==> src/rtl/seg7_pkg.sv <==
// Shared types and the hex-to-segment table for the seven-segment scan driver.
// Segment codes here are active-high ({g,f,e,d,c,b,a}); polarity is applied at the pins.
package seg7_pkg;

    typedef logic [6:0] seg_t;

    localparam seg_t SEG_OFF = 7'h00;

    localparam seg_t SEG_HEX [16] = '{
        7'h3F, 7'h06, 7'h5B, 7'h4F, 7'h66, 7'h6D, 7'h7D, 7'h07,
        7'h7F, 7'h6F, 7'h77, 7'h7C, 7'h39, 7'h5E, 7'h79, 7'h71
    };

    function automatic seg_t hex2seg(input logic [3:0] nibble);
        return SEG_HEX[nibble];
    endfunction

endpackage

==> src/rtl/seg7_scan_display_if.sv <==
// Value capture and display pin bundle for seg7_scan_display.
// The master side drives the value and controls; the slave side drives the display pins.
interface seg7_scan_display_if #(
    parameter int DATA_WIDTH = 32,
    parameter int NUM_DIGITS = 4
);
    logic [DATA_WIDTH-1:0] value_in;
    logic                  value_valid;
    logic                  hold;
    logic                  blank_lz;
    logic [6:0]            seg_n;
    logic                  dp_n;
    logic [NUM_DIGITS-1:0] digit_sel;
    logic                  frame_tick;

    modport master (
        output value_in, value_valid, hold, blank_lz,
        input  seg_n, dp_n, digit_sel, frame_tick
    );

    modport slave (
        input  value_in, value_valid, hold, blank_lz,
        output seg_n, dp_n, digit_sel, frame_tick
    );
endinterface

==> src/rtl/seg7_hex_decoder.sv <==
// Combinational hex nibble to active-high segment pattern.
// Zero latency; no flow control.
module seg7_hex_decoder
    import seg7_pkg::*;
(
    input  logic [3:0] nibble,
    output seg_t       seg
);
    assign seg = hex2seg(nibble);
endmodule

==> src/rtl/seg7_scan_display.sv <==
// Time-multiplexed N-digit hex seven-segment driver with tear-free frame updates.
// Latency: pins are registered, one cycle behind the scan counters; value shows from the next frame.
// Backpressure: none; value_valid is a strobe, last strobe before frame end wins, hold ignores it.
module seg7_scan_display
    import seg7_pkg::*;
#(
    parameter int DATA_WIDTH       = 32,
    parameter int NUM_DIGITS       = 4,
    parameter int REFRESH_DIV      = 100000,
    parameter int BLANK_CYCLES     = 16,
    parameter bit SEG_ACTIVE_LOW   = 1'b1,
    parameter bit DIGIT_ACTIVE_LOW = 1'b1
) (
    input  logic               clk,
    input  logic               rst_n,
    seg7_scan_display_if.slave bus
);

    localparam int SLOT_W = (REFRESH_DIV > 1) ? $clog2(REFRESH_DIV) : 1;
    localparam int IDX_W  = (NUM_DIGITS > 1) ? $clog2(NUM_DIGITS) : 1;
    localparam int EXT_W  = 4 * NUM_DIGITS;

    localparam logic [6:0]            SEG_INV = SEG_ACTIVE_LOW ? 7'h7F : 7'h00;
    localparam logic                  DP_INV  = SEG_ACTIVE_LOW;
    localparam logic [NUM_DIGITS-1:0] DIG_INV = DIGIT_ACTIVE_LOW ? '1 : '0;

    logic [SLOT_W-1:0]     slot_cnt;
    logic [IDX_W-1:0]      scan_idx;
    logic [DATA_WIDTH-1:0] pending;
    logic [DATA_WIDTH-1:0] shown;
    logic [EXT_W-1:0]      shown_ext;
    logic                  ovf;
    logic                  slot_last;
    logic                  idx_last;
    logic                  frame_end;
    logic                  capture;

    assign slot_last = (slot_cnt == SLOT_W'(REFRESH_DIV - 1));
    assign idx_last  = (scan_idx == IDX_W'(NUM_DIGITS - 1));
    assign frame_end = slot_last && idx_last;
    assign capture   = bus.value_valid && !bus.hold;

    assign bus.frame_tick = frame_end;

    always_ff @(posedge clk or negedge rst_n) begin
        if (!rst_n) begin
            slot_cnt <= '0;
            scan_idx <= '0;
        end else if (slot_last) begin
            slot_cnt <= '0;
            scan_idx <= idx_last ? '0 : scan_idx + 1'b1;
        end else begin
            slot_cnt <= slot_cnt + 1'b1;
        end
    end

    // A strobe landing on the frame_end cycle goes straight to shown so it is not lost for a frame.
    always_ff @(posedge clk or negedge rst_n) begin
        if (!rst_n) begin
            pending <= '0;
            shown   <= '0;
        end else begin
            if (capture) begin
                pending <= bus.value_in;
            end
            if (frame_end) begin
                shown <= capture ? bus.value_in : pending;
            end
        end
    end

    generate
        if (DATA_WIDTH > EXT_W) begin : g_wide
            assign shown_ext = shown[EXT_W-1:0];
            assign ovf       = |shown[DATA_WIDTH-1:EXT_W];
        end else if (DATA_WIDTH == EXT_W) begin : g_exact
            assign shown_ext = shown;
            assign ovf       = 1'b0;
        end else begin : g_narrow
            assign shown_ext = {{(EXT_W - DATA_WIDTH){1'b0}}, shown};
            assign ovf       = 1'b0;
        end
    endgenerate

    logic [3:0] cur_nib;
    seg_t       dec_seg;
    logic       upper_zero;
    logic       lz_blank;

    assign cur_nib = shown_ext[{scan_idx, 2'b00} +: 4];

    seg7_hex_decoder u_dec (
        .nibble (cur_nib),
        .seg    (dec_seg)
    );

    always_comb begin
        upper_zero = 1'b1;
        for (int i = 0; i < NUM_DIGITS; i++) begin
            if (i >= int'(scan_idx) && shown_ext[4*i +: 4] != 4'h0) begin
                upper_zero = 1'b0;
            end
        end
    end

    assign lz_blank = bus.blank_lz && upper_zero && (scan_idx != '0);

    seg_t                  seg_on;
    logic                  dp_on;
    logic [NUM_DIGITS-1:0] dig_on;

    always_comb begin
        seg_on = lz_blank ? SEG_OFF : dec_seg;
        dp_on  = ovf && idx_last;
        dig_on = '0;
        if (slot_cnt >= SLOT_W'(BLANK_CYCLES) && !lz_blank) begin
            dig_on = NUM_DIGITS'(1) << scan_idx;
        end
    end

    always_ff @(posedge clk or negedge rst_n) begin
        if (!rst_n) begin
            bus.seg_n     <= SEG_INV;
            bus.dp_n      <= DP_INV;
            bus.digit_sel <= DIG_INV;
        end else begin
            bus.seg_n     <= seg_on ^ SEG_INV;
            bus.dp_n      <= dp_on ^ DP_INV;
            bus.digit_sel <= dig_on ^ DIG_INV;
        end
    end

endmodule

==> src/flat_wrapper.sv <==
// flat-port wrapper written by rule: the top's interface ports become plain ports
module seg7_scan_display_flat import seg7_pkg::*;
#(
    parameter int DATA_WIDTH       = 32,
    parameter int NUM_DIGITS       = 4,
    parameter int REFRESH_DIV      = 100000,
    parameter int BLANK_CYCLES     = 16,
    parameter bit SEG_ACTIVE_LOW   = 1'b1,
    parameter bit DIGIT_ACTIVE_LOW = 1'b1
)
  (clk, rst_n, bus_value_in, bus_value_valid, bus_hold, bus_blank_lz, bus_seg_n, bus_dp_n, bus_digit_sel, bus_frame_tick);
  seg7_scan_display_if #(.DATA_WIDTH(DATA_WIDTH), .NUM_DIGITS(NUM_DIGITS)) bus_i ();
  input  logic clk;
  input  logic rst_n;
  input wire logic [$bits(bus_i.value_in)-1:0] bus_value_in;
  input wire logic [$bits(bus_i.value_valid)-1:0] bus_value_valid;
  input wire logic [$bits(bus_i.hold)-1:0] bus_hold;
  input wire logic [$bits(bus_i.blank_lz)-1:0] bus_blank_lz;
  output wire logic [$bits(bus_i.seg_n)-1:0] bus_seg_n;
  output wire logic [$bits(bus_i.dp_n)-1:0] bus_dp_n;
  output wire logic [$bits(bus_i.digit_sel)-1:0] bus_digit_sel;
  output wire logic [$bits(bus_i.frame_tick)-1:0] bus_frame_tick;
  assign bus_i.value_in = bus_value_in;
  assign bus_i.value_valid = bus_value_valid;
  assign bus_i.hold = bus_hold;
  assign bus_i.blank_lz = bus_blank_lz;
  assign bus_seg_n = bus_i.seg_n;
  assign bus_dp_n = bus_i.dp_n;
  assign bus_digit_sel = bus_i.digit_sel;
  assign bus_frame_tick = bus_i.frame_tick;
  seg7_scan_display #(.DATA_WIDTH(DATA_WIDTH), .NUM_DIGITS(NUM_DIGITS), .REFRESH_DIV(REFRESH_DIV), .BLANK_CYCLES(BLANK_CYCLES), .SEG_ACTIVE_LOW(SEG_ACTIVE_LOW), .DIGIT_ACTIVE_LOW(DIGIT_ACTIVE_LOW)) u_core (.clk(clk), .rst_n(rst_n), .bus(bus_i));
endmodule
==> config.mk <==
export PLATFORM = sky130hd
export DESIGN_NAME = seg7_scan_display_flat
export DESIGN_NICKNAME = d
export VERILOG_FILES = /design/src/rtl/seg7_pkg.sv /design/src/rtl/seg7_scan_display_if.sv /design/src/rtl/seg7_hex_decoder.sv /design/src/rtl/seg7_scan_display.sv /design/src/flat_wrapper.sv
export SDC_FILE = /design/constraint.sdc
export NUM_CORES = 1
export LEC_CHECK = 0
export ABC_CLOCK_PERIOD_IN_PS = 2400
export BUFFER_PORTS_ARGS = -buffer_cell sky130_fd_sc_hd__buf_2
export CORE_ASPECT_RATIO = 1.1
export CORE_UTILIZATION = 50
export CTS_CLUSTER_SIZE = 8
export DETAILED_ROUTE_END_ITERATION = 7
export PLACE_DENSITY_LB_ADDON = 0.08
export SLEW_MARGIN = 0
export SYNTH_ARGS = -nofsm -noshare
export SYNTH_HDL_FRONTEND = slang
export SYNTH_SLANG_ARGS = --single-unit
==> constraint.sdc <==
create_clock -name clk -period 2.4 [get_ports clk]
set_input_delay 0.48 -clock clk [delete_from_list [all_inputs] [get_ports clk]]
set_output_delay 0.48 -clock clk [all_outputs]
set_load 0.02 [all_outputs]
==> results.toml <==
[detailed_routing]
ant_nets = 0
drc = 0
vias = 2544
firstDrtPassIters = 4
drt-total-wl_um = 7690
viasPerCell = 5.22
initialDrtViolationCount = 60
post_drt_wl_per_cell_um = 15.8

[timing]
setup_slack_ns = 0.109
setup_tns_ns = 0
fin_crit_ns = 2.29
whs_ns = 0.00712
maxSlewHeadroom_pct = 67.9
final-max-slew-violation-count = 0
finalClockSkew_ns = 0.0131
worstMarginPinSlew_ns = 0.477
rsz0062_at_grt = "false"
setup_viol = 0
period_share_pct = 95.4
hold_viol = 0
fmax_ghz = 0.437

[logic_synthesis]
synth_seq_cells = 95
synth_warnings = 0
avgSynthCellArea_um2 = 13.7
syn-num-nets = 369
ys.flop_type = "dfrtp_1"
yosysMostFrequentCell = "dfrtp_1"
postSynthCellCount = 319
synthTopCellsByArea = "dfrtp_1 48%, mux2_4 10%, mux2_2 7.5%"
yosysTopAreaCellShare_pct = 47.6
seq_area_frac_synth_pct = 54.8
synth_common_cells = "83 x dfrtp_1, 30 x mux2_4, 29 x mux2_2"
syn-cell-area_um2 = 4360
synth_edf_count = 0
yosysUniqueCellTypes = 42
netlist.top_cell.by_area = "dfrtp_1"
async_reset_ff_share_pct = 100

[clock_tree]
clock_sinks = 95
worst_skew_pair.late_latency_ns = 0.36
cts_root_buf = "clkbuf_8"
htreeDepth = 3
clk_pin_slew_ns = 0.10
cts-buffers-inserted = 9
cts_hold_buf = 0
post_cts_resized = 0
cts_tree = "yes"
clockBufferDepth = 2

[hold_path]
hold_path_class = "in -> async"

[power]
p_seq_share_pct = 54.0
powerDensity_nw_per_um2 = 650
peakVddDrop_mv = 0.333
p_leak_nw = 2.36
p_switching_mw = 0.768
comb_power_share_pct = 8.8
clockPowerShare_pct = 37.2
internal_power_mw = 2.47
total_power_mw = 3.24
p_sw_share_pct = 23.7

[setup_path]
timing.rr.end = "u_core.bus.seg_n[3]$_DFF_PN1_"
cp-end-kind = "output pin"
r2r_start = "u_core.scan_idx[0]$_DFFE_PN0N_"
critPathLaunchType = "flip-flop"
cp.required_ns = 1.92
worstPathArrival_ns = 1.81
r2r_setup_slack_ns = 0.32
cp_max_fo = 4
ff2ff_path_depth = 6
worstSetupPathType = "reg -> out"

[global_route]
antenna_found_initial = 0
gr-max-usage-layer = "met2"
grt.overflow.total = 0
track_usage_pct = 18.5
use_met2_pct = 30.5
grt_pass1_wl_um = 13000
grt_use_met3_pct = 3.03
grt_max_degree = 71
grt_pass1_vias = 2644
grt_use_met1_pct = 24.5

[finish]
fin_nets = 421
final_design_area_no_fill_um2 = 4980
fin_cells = 487
multi_input_area_um2 = 1850
n_antenna_cell = 0
drive_gt1_share_pct = 39.6
seqCellArea_um2 = 2390
syn2layout_area_growth_pct = 14.2
n_fill_cell = 714
fin_util_pct = 59.2

[placement]
gp_congestion = 0.825
place_area_um2 = 4740
dp.final_hpwl_um = 5280
dp.cells = 470
pre_cts_slack_ns = 0.322
numPortBuffers = 49

[die]
dieArea_um2 = 9100
ios = 50
die-height_um = 100
core_area_um2 = 8410
die_x_um = 91.1
initial_core_util_pct = 51.9
placementRows = 35

[flow_run]
maxCapViolCount = 0

[run_status]
status = "completed"
-- cell families after synthesis --
| logic type | share of synthesized area (%) |
|---|---|
| XOR/XNOR | 3.41 |
| AO/OA/AOI/OAI | 2.75 |
| adder cells (fa/ha/maj) | 3.73 |
| multiplexers | 22.6 |
| flip-flops | 54.8 |
| AND/OR/NAND/NOR | 9.98 |
| buffers and inverters | 2.67 |
-- flip-flops by register name (all words and copies together) (netlist names) --
register              cells
u_core.bus.digit_sel      4
u_core.bus.dp_n           1
u_core.bus.seg_n          7
u_core.pending           32
u_core.scan_idx           2
u_core.shown             32
u_core.slot_cnt          17
-- worst max-delay path by stage --
stage                                         startpoint                             to  slack, ns  cells past startpoint
after floorplan           u_core.scan_idx[0]$_DFFE_PN0N_  u_core.bus.seg_n[4]$_DFF_PN1_       0.48                      6
after global placement    u_core.scan_idx[0]$_DFFE_PN0N_  u_core.bus.seg_n[4]$_DFF_PN1_       0.40                      5
after detailed placement  u_core.scan_idx[0]$_DFFE_PN0N_  u_core.bus.seg_n[3]$_DFF_PN1_       0.32                      6
after CTS                  u_core.slot_cnt[13]$_DFF_PN0_                 bus_frame_tick       0.09                      4
after global routing       u_core.slot_cnt[13]$_DFF_PN0_                 bus_frame_tick       0.06                      4
final                      u_core.slot_cnt[14]$_DFF_PN0_                 bus_frame_tick       0.11                      4
-- timing repair --
action | CTS | global route
hold endpoints to repair | 0 | 0
setup endpoints to repair | 1 | 0
setup buffers | 1 | 0
-- layout by cell type (no fill, tap or decap), drive strengths merged --
master and instances:
and2 1, and3 1, buf 53, bufinv 2, clkbuf 9, clkinv 2
dfrtp 83, dfstp 12, ha 13, inv 15, mux2 65, mux2i 3
mux4 5, nand2 14, nand2b 2, nand3 16, nand3b 1, nand4 5
nand4b 1, nor2 16, nor2b 3, nor3 5, nor3b 2, nor4 11
o211a 1, o211ai 3, o21a 3, o21ai 5, o22ai 1, o311ai 1
o31ai 1, o41ai 2, or3 1, or4 1, xnor2 10, xor2 7
-- worst max-delay path: stages, from the launching register on --
cell and delay (ns):
dfrtp_1 0.44, or4_4 0.56, nor2b_4 0.13, and3_1 0.16, buf_2 0.16
-- area by class of cell --
| cell class | count | area share [%] |
|---|---|---|
| clock buffers | 9 | 2.49 |
| clock inverters | 7 | 2.24 |
| inverters | 12 | 0.904 |
| multi-input cells | 200 | 37.2 |
| flip-flops and latches | 95 | 48.0 |
| well taps | 111 | 2.79 |
| repair buffers | 53 | 6.33 |
-- per-layer routing --
metal / part of all wire (%) / routed length [um]
met5: 0 / 0
met4: 1.4 / 110
met3: 2.5 / 189
met2: 50 / 3820
met1: 46 / 3560
-- power by group through the flow --
stage               Sequential, mW  Clock (mW)  Combinational, mW
floorplan                     1.78           0              0.174
global placement              1.78           0              0.285
detailed placement            1.78           0              0.293
CTS                           1.75        1.24              0.294
global route                  1.76        1.29              0.319
finish                        1.75        1.20              0.285
Power figures use the tool's default switching activity.
